<file path="src/rtl/sha2_pkg.sv">
// sha2_pkg: shared constants, FSM state type and round helpers for the
// variable-length SHA-224/SHA-256 hasher.
//   K            : the 64 SHA-256 round constants
//   IV256, IV224 : initial hash values for SHA-256 and SHA-224
//   state_t      : controller states
//   rightrotate, small_sigma0/1, sha256_round : pure combinational helpers
package sha2_pkg;

  localparam logic [31:0] K [0:63] = '{
    32'h428a2f98, 32'h71374491, 32'hb5c0fbcf, 32'he9b5dba5,
    32'h3956c25b, 32'h59f111f1, 32'h923f82a4, 32'hab1c5ed5,
    32'hd807aa98, 32'h12835b01, 32'h243185be, 32'h550c7dc3,
    32'h72be5d74, 32'h80deb1fe, 32'h9bdc06a7, 32'hc19bf174,
    32'he49b69c1, 32'hefbe4786, 32'h0fc19dc6, 32'h240ca1cc,
    32'h2de92c6f, 32'h4a7484aa, 32'h5cb0a9dc, 32'h76f988da,
    32'h983e5152, 32'ha831c66d, 32'hb00327c8, 32'hbf597fc7,
    32'hc6e00bf3, 32'hd5a79147, 32'h06ca6351, 32'h14292967,
    32'h27b70a85, 32'h2e1b2138, 32'h4d2c6dfc, 32'h53380d13,
    32'h650a7354, 32'h766a0abb, 32'h81c2c92e, 32'h92722c85,
    32'ha2bfe8a1, 32'ha81a664b, 32'hc24b8b70, 32'hc76c51a3,
    32'hd192e819, 32'hd6990624, 32'hf40e3585, 32'h106aa070,
    32'h19a4c116, 32'h1e376c08, 32'h2748774c, 32'h34b0bcb5,
    32'h391c0cb3, 32'h4ed8aa4a, 32'h5b9cca4f, 32'h682e6ff3,
    32'h748f82ee, 32'h78a5636f, 32'h84c87814, 32'h8cc70208,
    32'h90befffa, 32'ha4506ceb, 32'hbef9a3f7, 32'hc67178f2
  };

  localparam logic [31:0] IV256 [0:7] = '{
    32'h6a09e667, 32'hbb67ae85, 32'h3c6ef372, 32'ha54ff53a,
    32'h510e527f, 32'h9b05688c, 32'h1f83d9ab, 32'h5be0cd19
  };

  localparam logic [31:0] IV224 [0:7] = '{
    32'hc1059ed8, 32'h367cd507, 32'h3070dd17, 32'hf70e5939,
    32'hffc00b31, 32'h68581511, 32'h64f98fa7, 32'hbefa4fa4
  };

  typedef enum logic [2:0] {
    ST_IDLE,
    ST_LOAD,
    ST_COMPUTE,
    ST_UPDATE,
    ST_WRITE,
    ST_DONE
  } state_t;

  function automatic logic [31:0] rightrotate(input logic [31:0] x, input int unsigned n);
    return (x >> n) | (x << (32 - n));
  endfunction

  function automatic logic [31:0] small_sigma0(input logic [31:0] x);
    return rightrotate(x, 7) ^ rightrotate(x, 18) ^ (x >> 3);
  endfunction

  function automatic logic [31:0] small_sigma1(input logic [31:0] x);
    return rightrotate(x, 17) ^ rightrotate(x, 19) ^ (x >> 10);
  endfunction

  // One compression round; st and the result are packed {a,b,c,d,e,f,g,h}
  // with a in the most significant word.
  function automatic logic [255:0] sha256_round(input logic [255:0] st,
                                                input logic [31:0] kt,
                                                input logic [31:0] wt);
    logic [31:0] a, b, c, d, e, f, g, h;
    logic [31:0] t1, t2;
    {a, b, c, d, e, f, g, h} = st;
    t1 = h + (rightrotate(e, 6) ^ rightrotate(e, 11) ^ rightrotate(e, 25))
           + ((e & f) ^ (~e & g)) + kt + wt;
    t2 = (rightrotate(a, 2) ^ rightrotate(a, 13) ^ rightrotate(a, 22))
           + ((a & b) ^ (a & c) ^ (b & c));
    return {t1 + t2, a, b, c, d + t1, e, f, g};
  endfunction

endpackage

</file>
<file path="src/rtl/sha2_msg_sched.sv">
// sha2_msg_sched: 16-word shift-window SHA-256 message scheduler.
//   clk, reset_n : clock, async active-low reset
//   load         : shift load_word in at the top of the window
//   shift        : shift the window and append the next expanded word
//   load_word    : message/padding word written while load=1
//   w_t          : schedule word for the current round (window bottom)
// After 16 loads the window holds W[0..15] with W[0] at the bottom; each
// shift then exposes W[t+1] and appends W[t+16].
module sha2_msg_sched
  import sha2_pkg::*;
(
  input  logic        clk,
  input  logic        reset_n,
  input  logic        load,
  input  logic        shift,
  input  logic [31:0] load_word,
  output logic [31:0] w_t
);

  logic [31:0] window [0:15];
  logic [31:0] w_next;

  // W[t+16] from the words currently at offsets 0, 1, 9 and 14.
  always_comb begin
    w_next = window[0] + small_sigma0(window[1]) + window[9] + small_sigma1(window[14]);
  end

  // Loading and expanding share one shift path; only the new top word differs.
  always_ff @(posedge clk or negedge reset_n) begin
    if (!reset_n) begin
      for (int i = 0; i < 16; i++) window[i] <= '0;
    end else if (load || shift) begin
      for (int i = 0; i < 15; i++) window[i] <= window[i + 1];
      window[15] <= load ? load_word : w_next;
    end
  end

  assign w_t = window[0];

endmodule

</file>
<file path="src/rtl/sha2_var_len_hasher.sv">
// sha2_var_len_hasher: memory-mapped SHA-256 / SHA-224 engine with a runtime
// message length in 32-bit words; padding and block chaining in hardware.
//   clk, reset_n        : clock, async active-low reset
//   start               : job request, sampled only in IDLE
//   mode_224            : 1 = SHA-224 (7 digest words), 0 = SHA-256 (8 words)
//   len_words           : message length in words (0 = empty message)
//   message_addr        : word address of message word 0
//   output_addr         : word address of digest word 0
//   busy, done, err     : job status; err valid with done (length too large)
//   mem_clk, mem_we, mem_addr, mem_write_data, mem_read_data :
//                         shared synchronous word memory, 1-cycle read latency
module sha2_var_len_hasher
  import sha2_pkg::*;
#(
  parameter int MAX_WORDS = 64,
  parameter int LEN_W     = 16
) (
  input  logic             clk,
  input  logic             reset_n,
  input  logic             start,
  input  logic             mode_224,
  input  logic [LEN_W-1:0] len_words,
  input  logic [15:0]      message_addr,
  input  logic [15:0]      output_addr,
  output logic             busy,
  output logic             done,
  output logic             err,
  output logic             mem_clk,
  output logic             mem_we,
  output logic [15:0]      mem_addr,
  output logic [31:0]      mem_write_data,
  input  logic [31:0]      mem_read_data
);

  localparam int GW = LEN_W + 5;

  state_t           state;
  logic             mode_q;
  logic [LEN_W-1:0] len_q;
  logic [15:0]      msg_addr_q;
  logic [15:0]      out_addr_q;
  logic [LEN_W:0]   blk;
  logic [4:0]       k;
  logic [5:0]       t;
  logic [2:0]       n;
  logic [255:0]     h_q;
  logic [255:0]     ws_q;

  logic [LEN_W:0]   len_plus;
  logic [LEN_W:0]   nb;
  logic             last_blk;
  logic [GW-1:0]    g_cap;
  logic [GW-1:0]    len_ext;
  logic [31:0]      pad_word;
  logic [255:0]     new_h;
  logic [31:0]      w_t;
  logic             sched_load;
  logic             sched_shift;

  assign mem_clk = clk;

  // Block count (L+18)>>4: room for the 0x80000000 marker and the two length words.
  assign len_plus = {1'b0, len_q} + (LEN_W + 1)'(18);
  assign nb       = len_plus >> 4;
  assign last_blk = (blk == nb - (LEN_W + 1)'(1));

  // Word address for padded word index idx of block b; padding slots reuse
  // the message base so every read stays inside the message window.
  function automatic logic [15:0] fetch_addr(input logic [LEN_W:0] b, input logic [4:0] idx,
                                             input logic [LEN_W-1:0] len, input logic [15:0] base);
    logic [GW-1:0] g;
    g = {b, 4'b0000} + GW'(idx);
    if (g < GW'(len)) return base + 16'(g);
    else              return base;
  endfunction

  function automatic logic [255:0] pack_iv(input logic m224);
    logic [255:0] r;
    r = '0;
    for (int i = 0; i < 8; i++) r[32*(7-i) +: 32] = m224 ? IV224[i] : IV256[i];
    return r;
  endfunction

  function automatic logic [31:0] word_sel(input logic [255:0] v, input logic [2:0] idx);
    return v[32*(3'd7 - idx) +: 32];
  endfunction

  // Padding mux for the word captured in LOAD cycle k (index k-1 of the block).
  always_comb begin
    g_cap    = {blk, 4'b0000} + GW'(k) - GW'(1);
    len_ext  = GW'(len_q);
    pad_word = '0;
    if (g_cap < len_ext)                 pad_word = mem_read_data;
    else if (g_cap == len_ext)           pad_word = 32'h8000_0000;
    else if (last_blk && k == 5'd16)     pad_word = 32'(len_q) << 5;
  end

  // Chained hash value after the current block.
  always_comb begin
    new_h = '0;
    for (int i = 0; i < 8; i++) new_h[32*i +: 32] = h_q[32*i +: 32] + ws_q[32*i +: 32];
  end

  assign sched_load  = (state == ST_LOAD) && (k != 5'd0);
  assign sched_shift = (state == ST_COMPUTE);

  sha2_msg_sched u_sched (
    .clk       (clk),
    .reset_n   (reset_n),
    .load      (sched_load),
    .shift     (sched_shift),
    .load_word (pad_word),
    .w_t       (w_t)
  );

  // Controller: memory-side outputs are registered on the transition into the
  // cycle where they apply, so the address for LOAD cycle k is already valid
  // during that cycle and its data is captured one cycle later.
  always_ff @(posedge clk or negedge reset_n) begin
    if (!reset_n) begin
      state          <= ST_IDLE;
      busy           <= 1'b0;
      done           <= 1'b0;
      err            <= 1'b0;
      mem_we         <= 1'b0;
      mem_addr       <= '0;
      mem_write_data <= '0;
      mode_q         <= 1'b0;
      len_q          <= '0;
      msg_addr_q     <= '0;
      out_addr_q     <= '0;
      blk            <= '0;
      k              <= '0;
      t              <= '0;
      n              <= '0;
      h_q            <= '0;
      ws_q           <= '0;
    end else begin
      done <= 1'b0;
      case (state)
        ST_IDLE: begin
          mem_we <= 1'b0;
          if (start) begin
            if ({1'b0, len_words} > (LEN_W + 1)'(MAX_WORDS)) begin
              err   <= 1'b1;
              done  <= 1'b1;
              busy  <= 1'b0;
              state <= ST_DONE;
            end else begin
              mode_q     <= mode_224;
              len_q      <= len_words;
              msg_addr_q <= message_addr;
              out_addr_q <= output_addr;
              h_q        <= pack_iv(mode_224);
              ws_q       <= pack_iv(mode_224);
              blk        <= '0;
              k          <= '0;
              mem_addr   <= fetch_addr('0, 5'd0, len_words, message_addr);
              busy       <= 1'b1;
              err        <= 1'b0;
              state      <= ST_LOAD;
            end
          end
        end
        ST_LOAD: begin
          k <= k + 5'd1;
          if (k < 5'd15) mem_addr <= fetch_addr(blk, k + 5'd1, len_q, msg_addr_q);
          if (k == 5'd16) begin
            t     <= '0;
            state <= ST_COMPUTE;
          end
        end
        ST_COMPUTE: begin
          ws_q <= sha256_round(ws_q, K[t], w_t);
          t    <= t + 6'd1;
          if (t == 6'd63) state <= ST_UPDATE;
        end
        ST_UPDATE: begin
          h_q  <= new_h;
          ws_q <= new_h;
          if (blk + (LEN_W + 1)'(1) < nb) begin
            blk      <= blk + (LEN_W + 1)'(1);
            k        <= '0;
            mem_addr <= fetch_addr(blk + (LEN_W + 1)'(1), 5'd0, len_q, msg_addr_q);
            state    <= ST_LOAD;
          end else begin
            n              <= '0;
            mem_we         <= 1'b1;
            mem_addr       <= out_addr_q;
            mem_write_data <= new_h[255 -: 32];
            state          <= ST_WRITE;
          end
        end
        ST_WRITE: begin
          if (n == (mode_q ? 3'd6 : 3'd7)) begin
            mem_we <= 1'b0;
            done   <= 1'b1;
            busy   <= 1'b0;
            state  <= ST_DONE;
          end else begin
            n              <= n + 3'd1;
            mem_addr       <= out_addr_q + 16'(n + 3'd1);
            mem_write_data <= word_sel(h_q, n + 3'd1);
          end
        end
        ST_DONE: begin
          mem_we <= 1'b0;
          state  <= ST_IDLE;
        end
        default: state <= ST_IDLE;
      endcase
    end
  end

endmodule

</file>
<file path="config.mk">
export PLATFORM = sky130hd
export DESIGN_NAME = sha2_var_len_hasher
export DESIGN_NICKNAME = d
export VERILOG_FILES = /design/src/rtl/sha2_pkg.sv /design/src/rtl/sha2_msg_sched.sv /design/src/rtl/sha2_var_len_hasher.sv
export SDC_FILE = /design/constraint.sdc
export NUM_CORES = 2
export LEC_CHECK = 0
export BUFFER_PORTS_ARGS = -buffer_cell sky130_fd_sc_hd__buf_2
export CORE_ASPECT_RATIO = 0.9
export CORE_MARGIN = 2
export CORE_UTILIZATION = 59
export DETAILED_ROUTE_END_ITERATION = 8
export PLACE_DENSITY = 0.78
export SLEW_MARGIN = 20
export SYNTH_ARGS = -nofsm -noshare
export SYNTH_HDL_FRONTEND = slang
export SYNTH_HIERARCHICAL = 1
export SYNTH_SLANG_ARGS = --single-unit
export TNS_END_PERCENT = 5
</file>
<file path="constraint.sdc">
create_clock -name clk -period 7.6 [get_ports clk]
set_clock_uncertainty 0.15 [all_clocks]
set_input_delay 0.38 -clock clk [delete_from_list [all_inputs] [get_ports clk]]
set_output_delay 0.38 -clock clk [all_outputs]
set_load 0.05 [all_outputs]
</file>
Word level (Yosys, flattened, before mapping)
Memories as Yosys holds them, arrays and structs flattened. Index checks and enable logic that the tools add are counted.

Shift-type cells: 1. Multiplexer cells: 60. Reduce and logical (&&, ||, !) cells: 26. Bitwise operators: 29. Multiply operators: 0. Divide/modulo/power cells: 0. Add/sub/neg operators: 32. Magnitude comparators: 7. Eq/ne operators: 19.

Operator list (number): $pmux 256 s3 (1); $add 32x32->32 (18); $mux 256 (2); $pmux 256 s2 (1); $mux 32 (12); $xor 32x32->32 (9); $shiftx 256x33->32 (1); $and 32x32->32 (5); $mux 16 (7); $pmux 16 s4 (1); $pmux 32 s2 (1); $lt 21x16->1 (3); $mux 31 (2); $mux 17 (3); $add 21x5->21 (2); $pmux 17 s2 (1); $add 16x16->16 (2); $not 32->32 (1); $or 10x32->32 (1); $or 13x32->32 (1); $or 14x32->32 (1); $or 15x32->32 (1); $or 19x32->32 (1); $or 21x32->32 (1); 56 further kinds (96).

Memory bits (writable): 0. Memory bits (read-only): 2048. Logic and storage cells: 208. Memories kept: 1. Output and inout bits: 53. Bits in latches: 0. Register bits: 1159.

Memory list: (no name shown) (words 64, bits a word 32, read ports 1, clocked after Yosys merged registers in 0, write ports 0, line sha2_var_len_hasher.sv:174) `ws_q <= sha256_round(ws_q, K[t], w_t);`.

Logic depth before layout (Yosys ltp)
Depth in word-level cells: 9. Gate-level depth with buffers: 37. Mapped depth without buffers: 36.

By module
The synthesis kept the hierarchy.

Modules (own cells, without submodules): sha2_var_len_hasher (area each 58280.9 um^2, instances 1, cells an instance 6924); sha2_msg_sched (area each 24090.6 um^2, instances 1, cells an instance 2778).

==> impl_metrics.yaml <==
yosys:
  synthXorXnorAreaFrac: 0.07039
  synth_edf_count: 0
  synth_ff_type: "dfrtp_1"
  syn_area_per_cell_sq_um: 8.490
  yosysSeqAreaShare: 0.3521
  async_reset_ff_frac: 1.000
  yosys_warnings: 6
  synth_compound_area_frac: 0.1890
  syn_area_sq_mm: 0.08237
  netlist_instances: 9702
  synth_fa_ha_area_frac: 0.1274
  ys_ff_latch: 1159
  synth-simple-area-share: 0.1729
  synth.area.mux_share: 0.03595
  synth.distinct_cells: 113
  synth.net_count: 10500
  synth_top_family_by_area: "compound AO/OA/AOI/OAI gates"
die:
  die_area_sq_mm: 0.1426
  start_util: 0.5923
  die_x_um: 397.9
  coreArea_sq_mm: 0.1391
  row_count: 130
  ios: 137
  die-height_um: 358.5
sta:
  finalSetupViolations: 30
  fin_ws_ns: -0.6879
  period_share: 1.091
  hold_violations: 0
  final.min_clock_period_ns: 8.288
  max-slew-margin-rel: 0.1645
  worstMarginPinSlew_ns: 1.250
  slew_viol_final: 0
  max_freq_ghz: 0.1207
  grt_setup_unrepaired: "yes"
layout:
  seq_area_sq_mm: 0.02902
  syn_to_final_growth_pct: 14.72
  mostFrequentLayoutCell: "nand2_1"
  final_cell_mix: "nand2_1, dfrtp_1, a21oi_1, o21ai_0, buf_4"
  drive_above_1_share: 0.1328
  multi_input_area_sq_mm: 0.05019
  fillers: 11140
  nets: 10880
route:
  viasPerCell: 6.390
  drtIter0Drc: 9290
  drtPass1Iterations: 6
  drc: 0
  wl_per_cell_um: 25.24
  vias: 76950
  route.met3.wl_mm: 32.68
  wl_met2_mm: 130.2
  routed_wl_mm: 303.9
  top_layer: "met5"
  wl_met1_mm: 121.3
  ant_nets: 0
critical_path:
  cp.required_ns: 8.23
  start_kind: "register"
  worst-setup-path-type: "register to register"
  arrival_ns: 8.92
  cp_slowest_stage_delay_ns: 0.54
  cp_max_fo: 16
  critPathCaptureType: "register"
  crit_slowest_cell: "mux4_2"
grt:
  grt_pass1_vias: 74010
  grt_max_degree: 248
  grt.total_usage: 0.4214
  antenna_found_initial: 13
  overflow: 0
  grt_pass1_wl_mm: 457.4
clock_tree:
  cts_tree: "yes"
  clock_latency_ns: 0.93
  clkTransAtPathRegs_ns: 0.06
flow_run:
  cap_violations: 0
placed_design:
  gp_congestion: 1.040
  dp_slack_ns: -1.167
  dp.final_hpwl_mm: 221.5
  io_buffers: 136
status:
  failed_checks: "negative setup slack"
  outcome: "finished, violations left"
hold_path:
  hold_class: "primary input to register"
state kept, by name, indices dropped and copies added (netlist names), 3 cells and up:
| signal | count |
|---|---|
| mem_write_data | 32 |
| blk | 17 |
| out_addr_q | 16 |
| mem_addr | 16 |
| u_sched/w_t | 32 |
| msg_addr_q | 16 |
| h_q | 256 |
| t | 6 |
| len_q | 16 |
| state | 3 |
| k | 5 |
| ws_q | 256 |
| u_sched/window | 480 |
| n | 3 |
worst max-delay path: cells and delay by family, from the launching register on:
kind                       cells  cell delay, ns
buffers and inverters          7            0.97
DFF                            1            0.44
muxes                          1            0.54
and+or+nand+nor                8            1.38
adders and majority gates      6            2.39
xor gates and xnor gates       2            0.28
AOI/OAI and AO/OA             11            2.00
per-layer routing:
| layer | global-route usage | vias to the layer above |
|---|---|---|
| met5 | 0 | - |
| met4 | 0.2269 | 4 |
| met2 | 0.6234 | 4468 |
| met1 | 0.5797 | 37400 |
| li1 | - | 34030 |
| met3 | 0.09228 | 1050 |
stage by stage:
stage | TNS [ns] | hold WS [ns] | instance area [sq um] | utilization | cells
after floorplan | -0.05851 | -0.06559 | 82540 | - | 9702
after global placement | -16.37 | 0.2677 | 88050 | 0.6331 | 11700
after detailed placement | -17.64 | 0.2766 | 88070 | 0.6333 | 11700
after CTS | -9.526 | 0.02388 | 94060 | 0.6764 | 12030
after global routing | -20.40 | 0.06633 | 94490 | 0.6794 | 12040
final | -11.26 | 0.06542 | 94490 | 0.6795 | 12040
area by class of cell:
class | instances | share of cell area
Clock buffer | 166 | 0.03706
Tap cell | 1848 | 0.02447
Timing Repair Buffer | 849 | 0.06987
Sequential cell | 1159 | 0.3071
Antenna cell | 9 | 0.0002383
Multi-Input combinational cell | 7449 | 0.5312
Clock inverter | 66 | 0.01018
Inverter | 497 | 0.01989
repair_timing:
action,CTS,global route
pin swaps,71,57
endpoints found under the hold margin,284,0
hold buffers,79,0
gates cloned,0,0
buffers inserted,19,9
endpoints found under the setup margin,36,40
resized for setup,142,90
kinds of logic after synthesis:
logic type | after synthesis
DFF | 1159
adders and majority gates | 720
and+or+nand+nor | 3393
buffers and inverters | 1094
AOI/OAI and AO/OA | 2469
muxes | 209
xor gates and xnor gates | 658
synth_stat cells, drive strengths merged (15+ instances only):
library cell	count	area (sq um)
nand2	2159	8112
dfrtp	1159	29000
a21oi	713	3591
o21ai	687	3442
nor2	574	2167
ha	519	6494
inv	490	1839
clkbuf	488	1842
xnor2	438	3844
a21o	253	1902
xor2	218	1909
fa	199	3984
nand3	134	670.6
nor3	132	671.9
mux2i	117	1171
buf	108	585.6
a211oi	105	808.3
o21a	74	556.8
mux4	67	1509
a31oi	65	412.9
nand2b	62	387.9
nor2b	62	387.9
o211ai	62	465.5
a22oi	52	390.4
and3	51	319.1
o21bai	50	375.4
nand4	46	294.0
o22ai	42	262.8
a221o	41	410.4
or3	38	242.7
and2	36	226.5
a211o	33	290.3
o31ai	31	242.7
mux2	25	281.5
a2111oi	23	215.2
o22a	23	201.4
a221oi	21	190.2
or2	18	112.6
a22o	16	140.1
a32o	16	172.7
nor4	16	100.1
a21boi	15	112.6
nor3b	15	117.6
path summary, 6_finish.rpt:
path	from	endpoint	slack, ns	cells after the start
max	t[1]	ws_q[255]	-0.69	35
min	message_addr[12]	msg_addr_q[12]	0.07	4
max reg2reg	t[1]	ws_q[255]	-0.69	35
min reg2reg	u_sched/window[105]	u_sched/window[137]	0.31	2
max in group asynchronous	reset_n	u_sched/window[345]	4.97	5
min in group asynchronous	reset_n	ws_q[164]	0.47	3
Power is left out: the tool's default activity adds up to more than one toggle a clock period on the data nets, which glitch-free logic cannot reach.
